$ cat src/rtl/risc16_loader_pkg.sv
// Shared types and constants for the risc16f boot/program loader.
// Holds the loader state encoding, the default frame sync byte and the
// instruction-memory address step per 16-bit word.
package risc16_loader_pkg;

  localparam int unsigned BYTE_W = 8;
  localparam int unsigned WORD_W = 16;

  typedef enum logic [3:0] {
    IDLE,
    LEN_H,
    LEN_L,
    DATA_H,
    DATA_L,
    CHK_H,
    CHK_L,
    RUN,
    ERR
  } ldr_state_t;

  localparam logic [BYTE_W-1:0] SYNC_BYTE_DEF = 8'hA5;
  localparam logic [WORD_W-1:0] ADDR_STEP     = 16'd2;

endpackage

$ cat src/rtl/risc16_loader_byte_asm.sv
// Pairs a latched high byte with the incoming low byte to form a 16-bit
// word and, with RISC16_LOADER_CHKSUM_EN defined, keeps a modulo-2^16 sum
// of the data words of the current frame.
// Ports:
//   clk, rst    clock, synchronous active-high reset
//   hi_en       latch rx_data as the high byte
//   rx_data     host byte
//   word_c      {latched high byte, rx_data} (combinational)
//   clr         (checksum build) clear the running sum at frame start
//   lo_en       (checksum build) add word_c to the running sum
//   sum         (checksum build) running sum of data words
module risc16_loader_byte_asm
  import risc16_loader_pkg::*;
(
  input  logic              clk,
  input  logic              rst,
`ifdef RISC16_LOADER_CHKSUM_EN
  input  logic              clr,
  input  logic              lo_en,
  output logic [WORD_W-1:0] sum,
`endif
  input  logic              hi_en,
  input  logic [BYTE_W-1:0] rx_data,
  output logic [WORD_W-1:0] word_c
);

  logic [BYTE_W-1:0] hi;

  // High byte holding register
  always_ff @(posedge clk) begin
    if (rst) begin
      hi <= '0;
    end else if (hi_en) begin
      hi <= rx_data;
    end
  end

  assign word_c = {hi, rx_data};

`ifdef RISC16_LOADER_CHKSUM_EN
  // Running sum of data words; wraps naturally at 16 bits
  always_ff @(posedge clk) begin
    if (rst || clr) begin
      sum <= '0;
    end else if (lo_en) begin
      sum <= sum + word_c;
    end
  end
`endif

endmodule

$ cat src/rtl/risc16_loader.sv
// Boot/program loader and run controller for the risc16f core.
// Accepts a framed byte stream (sync, length hi/lo, data words hi/lo and,
// when RISC16_LOADER_CHKSUM_EN is defined, a 2-byte checksum), writes the
// words to instruction memory and holds the core in reset until the image
// is complete. A sync byte while running restarts loading.
// Ports:
//   clk, rst     clock, synchronous active-high reset
//   rx_data      host byte
//   rx_valid     host byte valid
//   rx_ready     byte accepted when rx_valid && rx_ready
//   mem_addr     imem byte address (even)
//   mem_wdata    imem write word
//   mem_we       imem write strobe, one cycle per word
//   cpu_rst      core reset, low only in RUN
//   busy         frame in progress
//   err          sticky frame error, cleared by the next sync byte
//   word_cnt     words written in the current/last frame
//   run_cnt      cycles since core release, saturating
// Optional feature macro: RISC16_LOADER_CHKSUM_EN
module risc16_loader
  import risc16_loader_pkg::*;
#(
  parameter logic [BYTE_W-1:0] SYNC_BYTE = SYNC_BYTE_DEF,
  parameter logic [WORD_W-1:0] LOAD_BASE = 16'h0000,
  parameter logic [WORD_W-1:0] MAX_WORDS = 16'd32768
) (
  input  logic              clk,
  input  logic              rst,
  input  logic [BYTE_W-1:0] rx_data,
  input  logic              rx_valid,
  output logic              rx_ready,
  output logic [WORD_W-1:0] mem_addr,
  output logic [WORD_W-1:0] mem_wdata,
  output logic              mem_we,
  output logic              cpu_rst,
  output logic              busy,
  output logic              err,
  output logic [WORD_W-1:0] word_cnt,
  output logic [WORD_W-1:0] run_cnt
);

  ldr_state_t        state;
  ldr_state_t        nxt_state;
  logic [WORD_W-1:0] len;
  logic [WORD_W-1:0] asm_word_c;
  logic              accept;
  logic              frame_start;
  logic              hi_en;
  logic              wr_fire;
  logic              last_word;

`ifdef RISC16_LOADER_CHKSUM_EN
  logic [WORD_W-1:0] chk_sum;
  localparam ldr_state_t POST_DATA = CHK_H;
`else
  localparam ldr_state_t POST_DATA = RUN;
`endif

  assign accept      = rx_valid && rx_ready;
  // Sync is only a frame marker outside a frame; inside it is plain data
  assign frame_start = accept && (rx_data == SYNC_BYTE) && (state inside {IDLE, RUN, ERR});
  assign wr_fire     = accept && (state == DATA_L);
  assign last_word   = (word_cnt + 16'd1) == len;

`ifdef RISC16_LOADER_CHKSUM_EN
  assign hi_en = accept && (state inside {LEN_H, DATA_H, CHK_H});
`else
  assign hi_en = accept && (state inside {LEN_H, DATA_H});
`endif

  risc16_loader_byte_asm u_byte_asm (
    .clk     (clk),
    .rst     (rst),
`ifdef RISC16_LOADER_CHKSUM_EN
    .clr     (frame_start),
    .lo_en   (wr_fire),
    .sum     (chk_sum),
`endif
    .hi_en   (hi_en),
    .rx_data (rx_data),
    .word_c  (asm_word_c)
  );

  // Next-state decode
  always_comb begin
    nxt_state = state;
    case (state)
      IDLE, RUN, ERR: if (frame_start) nxt_state = LEN_H;
      LEN_H:          if (accept) nxt_state = LEN_L;
      LEN_L: begin
        if (accept) begin
          if (asm_word_c > MAX_WORDS) begin
            nxt_state = ERR;
          end else if (asm_word_c == '0) begin
            nxt_state = POST_DATA;
          end else begin
            nxt_state = DATA_H;
          end
        end
      end
      DATA_H:         if (accept) nxt_state = DATA_L;
      // Stay in DATA_L through the write cycle so release follows the write
      DATA_L:         if (mem_we) nxt_state = last_word ? POST_DATA : DATA_H;
`ifdef RISC16_LOADER_CHKSUM_EN
      CHK_H:          if (accept) nxt_state = CHK_L;
      CHK_L:          if (accept) nxt_state = (asm_word_c == chk_sum) ? RUN : ERR;
`endif
      default:        nxt_state = IDLE;
    endcase
  end

  // State, counters, memory strobe and registered status outputs
  always_ff @(posedge clk) begin
    if (rst) begin
      state     <= IDLE;
      len       <= '0;
      rx_ready  <= 1'b0;
      mem_we    <= 1'b0;
      mem_addr  <= LOAD_BASE;
      mem_wdata <= '0;
      cpu_rst   <= 1'b1;
      busy      <= 1'b0;
      err       <= 1'b0;
      word_cnt  <= '0;
      run_cnt   <= '0;
    end else begin
      state    <= nxt_state;
      cpu_rst  <= (nxt_state != RUN);
      busy     <= nxt_state inside {LEN_H, LEN_L, DATA_H, DATA_L, CHK_H, CHK_L};
      mem_we   <= wr_fire;
      // One-cycle bubble covering the write cycle
      rx_ready <= !wr_fire;

      if (wr_fire) begin
        mem_wdata <= asm_word_c;
      end
      if (accept && (state == LEN_L)) begin
        len <= asm_word_c;
      end

      if (frame_start) begin
        mem_addr <= LOAD_BASE;
        word_cnt <= '0;
        err      <= 1'b0;
        run_cnt  <= '0;
      end else begin
        if (mem_we) begin
          mem_addr <= mem_addr + ADDR_STEP;
          word_cnt <= word_cnt + 16'd1;
        end
        if (nxt_state == ERR) begin
          err <= 1'b1;
        end
        if (nxt_state == RUN) begin
          if (state != RUN) begin
            run_cnt <= '0;
          end else if (run_cnt != 16'hFFFF) begin
            run_cnt <= run_cnt + 16'd1;
          end
        end
      end
    end
  end

endmodule

$ cat config.mk
export PLATFORM = sky130hd
export DESIGN_NAME = risc16_loader
export DESIGN_NICKNAME = d
export VERILOG_FILES = /design/src/rtl/risc16_loader_pkg.sv /design/src/rtl/risc16_loader_byte_asm.sv /design/src/rtl/risc16_loader.sv
export SDC_FILE = /design/constraint.sdc
export NUM_CORES = 1
export LEC_CHECK = 0
export ABC_AREA = 0
export CORE_MARGIN = 1
export CORE_UTILIZATION = 57
export DETAILED_ROUTE_END_ITERATION = 10
export PLACE_DENSITY_LB_ADDON = 0.12
export SKIP_LAST_GASP = 1
export SLEW_MARGIN = 40
export SYNTH_ARGS = -nofsm -noshare
export SYNTH_HDL_FRONTEND = slang
export SYNTH_SLANG_ARGS = --single-unit
$ cat constraint.sdc
create_clock -name clk -period 6 [get_ports clk]
set_input_delay 1.5 -clock clk [delete_from_list [all_inputs] [get_ports clk]]
set_output_delay 1.5 -clock clk [all_outputs]
set_load 0.01 [all_outputs]
==> results.ini <==
[pwr]
p_sw_w = 0.000241
leakagePower_nw = 1.86
p_comb_share_pct = 2.3
seqPwrFrac_pct = 58.4
swShare_pct = 22.1
p_int_w = 0.000850
p_clk_share_pct = 39.3
p_per_area_mw_per_mm2 = 196
irDropWorstVdd_mv = 0.154

[synthesis]
netlist.area_leader.share_pct = 42.3
syn_inst = 557
ys_ff_latch = 96
synth_edf_count = 0
synth_flop_cell = dfxtp_1
synthTopCellsByArea = dfxtp_1, nor2_1, mux2i_1
syn_nets = 571
synthesis.area_mm2 = 0.00454
synthArstFlopShare_pct = 0
ys_types = 51
yosys.area.top_type = dfxtp_1
ys_warn_count = 0
synth.avg_cell_area_um2 = 8.15
seq_area_frac_synth_pct = 42.3

[clocking]
ctsHoldBuffers = 0
numCtsBuffers = 9
clock-sinks = 96
clk_pin_slew_ps = 90
clock_path_buffers = 2
post_cts_resize_count = 0
h-tree-depth = 3
clk_latency_ps = 370
cts_tree = yes
root_buffer = clkbuf_8
postCtsSetupBuffers = 0

[place]
dpl.hpwl_um = 7330
preCtsSetupSlack_ps = 1570
port_buffers = 78
gp_congestion = 0.849
dpl-instance-area_mm2 = 0.00537

[routing]
drt-initial-drc-count = 199
drc_errors = 0
routed_wl_um = 10300
viasPerCell = 5.66
num_vias = 4107
dr.pass1.iters = 5
routedWlPerCell_um = 14.2
ant_nets = 0

[sta]
hold_violations = 0
clock_skew_ps = 8.95
hold_ws_ps = 477
setup_slack_ps = 2130
worst-slew-pin-transition_ps = 745
slew_headroom_pct = 50.1
setup_tns_ps = 0
fmax_ghz = 0.259
layout_min_cycle_time_ps = 3870
drv_slew = 0
fin_crit_sh_pct = 64.5
setup_viol = 0
rsz0062_at_grt = no

[cells_and_area]
final_common_cell = dfxtp_1
drive_above_1_share_pct = 4.98
fin_area_mm2 = 0.00557
diodes = 0
nFillCells = 625
nNetsFinal = 632
layout_common_cells = dfxtp_1, nor2_1, clkdlybuf4s50_1
area_delta_synth_final_pct = 22.7

[worst_setup_path]
startpoint_type = input pin
setup.worst_path.class = input pin to register
cpMaxStageDelayCell = or4_1
crit_arrival_ps = 4170
crit_chain = clkdlybuf4s50_1 > nand3_1 > or4_1 > nor2_1 > nor3_1 > nor4_4 > buf_4 > mux2i_1
cp-end-kind = register
cp_slowest_stage_delay_ps = 730
cp.required_ps = 6300
critPathMaxFanout = 17

[floorplanning]
ioPinCount = 80
dieArea_mm2 = 0.00833
start_util_pct = 58.8
rows = 32
die_h_um = 91.3
core_area_mm2 = 0.00773
dieWidth_um = 91.3

[grt]
grt_pass1_wl_um = 17800
met2_usage_pct = 41.1
antenna_found_initial = 0
grt_overflow = 0
use_met3_pct = 5.11
grtUsageMet1_pct = 36.0
grt_pass1_vias = 3804
grt_start_max_net_pins = 37
grt_use_total_pct = 26.3
grt.busiest_layer = met2

[hold_path]
hp-class = register to register

[run_status]
status = finished, final reports clean

[flow_run]
max-cap-violations = 0

[power by group through the flow]
stage,sequential (W),combinational (W),clock [W]
2_1_floorplan,0.000652,0.0000113,0
3_3_place_gp,0.000652,0.0000240,0
3_5_place_dp,0.000652,0.0000246,0
4_1_cts,0.000637,0.0000248,0.000437
5_1_grt,0.000638,0.0000269,0.000463
6_report,0.000637,0.0000247,0.000429
[area by class of cell]
class	count	area (um2)	share of cell area [%]
timing repair buffer	82	806	14.5
sequential	96	1920	34.5
clock buffer	12	145	2.60
multi-input combinational	421	2490	44.7
inverter	8	30.0	0.539
tap	102	128	2.29
clock inverter	4	53.8	0.965
[metrics by stage]
step / util [%] / total power, W / cells
2_1_floorplan: - / 0.000664 / 557
3_3_place_gp: 69.3 / 0.000676 / 708
3_5_place_dp: 69.5 / 0.000677 / 708
4_1_cts: 72.1 / 0.00110 / 724
5_1_grt: 72.1 / 0.00113 / 725
6_report: 72.1 / 0.00109 / 725
[worst max-delay path: cells and delay by family]
kind / cells / cell delay (ps)
AND/OR/NAND/NOR: 5 / 1690
buffers and inverters: 2 / 790
multiplexers: 1 / 190
[metal layers]
| metal | part of all wire (%) | vias to the layer above |
|---|---|---|
| li1 | - | 2053 |
| met1 | 48 | 1921 |
| met2 | 45 | 120 |
| met3 | 5.1 | 13 |
| met4 | 1.4 | 0 |
| met5 | 0 | - |
[path summary, 6_finish.rpt]
path	cells after the start	endpoint	slack, ps	from
min	2	len[10]$_SDFFE_PP0P_	480	len[10]$_SDFFE_PP0P_
max reg2reg	10	run_cnt[1]$_SDFFE_PP0P_	2450	word_cnt[0]$_SDFFE_PP0P_
max	8	run_cnt[1]$_SDFFE_PP0P_	2130	rx_valid
min reg2reg	2	len[10]$_SDFFE_PP0P_	480	len[10]$_SDFFE_PP0P_
[sequential cells by signal, summed over array words and instances (netlist names), 4 cells and up]
name,flops
state,4
len,16
u_byte_asm.hi,8
word_cnt,16
mem_addr,15
mem_wdata,16
run_cnt,16
[kinds of logic after synthesis]
logic type / share of synthesized area, %
buf+inv: 3.69
mux: 5.95
compound gates: 10.4
xor+xnor: 9.26
other cells: 0.0826
fa+ha+maj: 0.827
simple gates: 27.5
flops: 42.3
[cells in the mapped netlist, drive strengths merged, types with 3 or more instances]
| library cell | number |
|---|---|
| inv | 8 |
| a31oi | 15 |
| nor2 | 96 |
| ha | 3 |
| clkbuf | 23 |
| nand2b | 4 |
| a21oi | 26 |
| and3 | 9 |
| or2 | 3 |
| nor3 | 13 |
| o21ai | 19 |
| xor2 | 25 |
| nand2 | 72 |
| nor4 | 12 |
| and4 | 4 |
| xnor2 | 23 |
| mux2i | 27 |
| buf | 9 |
| dfxtp | 96 |
| nand4 | 14 |
| nand3 | 23 |
| or3 | 4 |
Note: power is estimated with default switching activity, not from simulation.
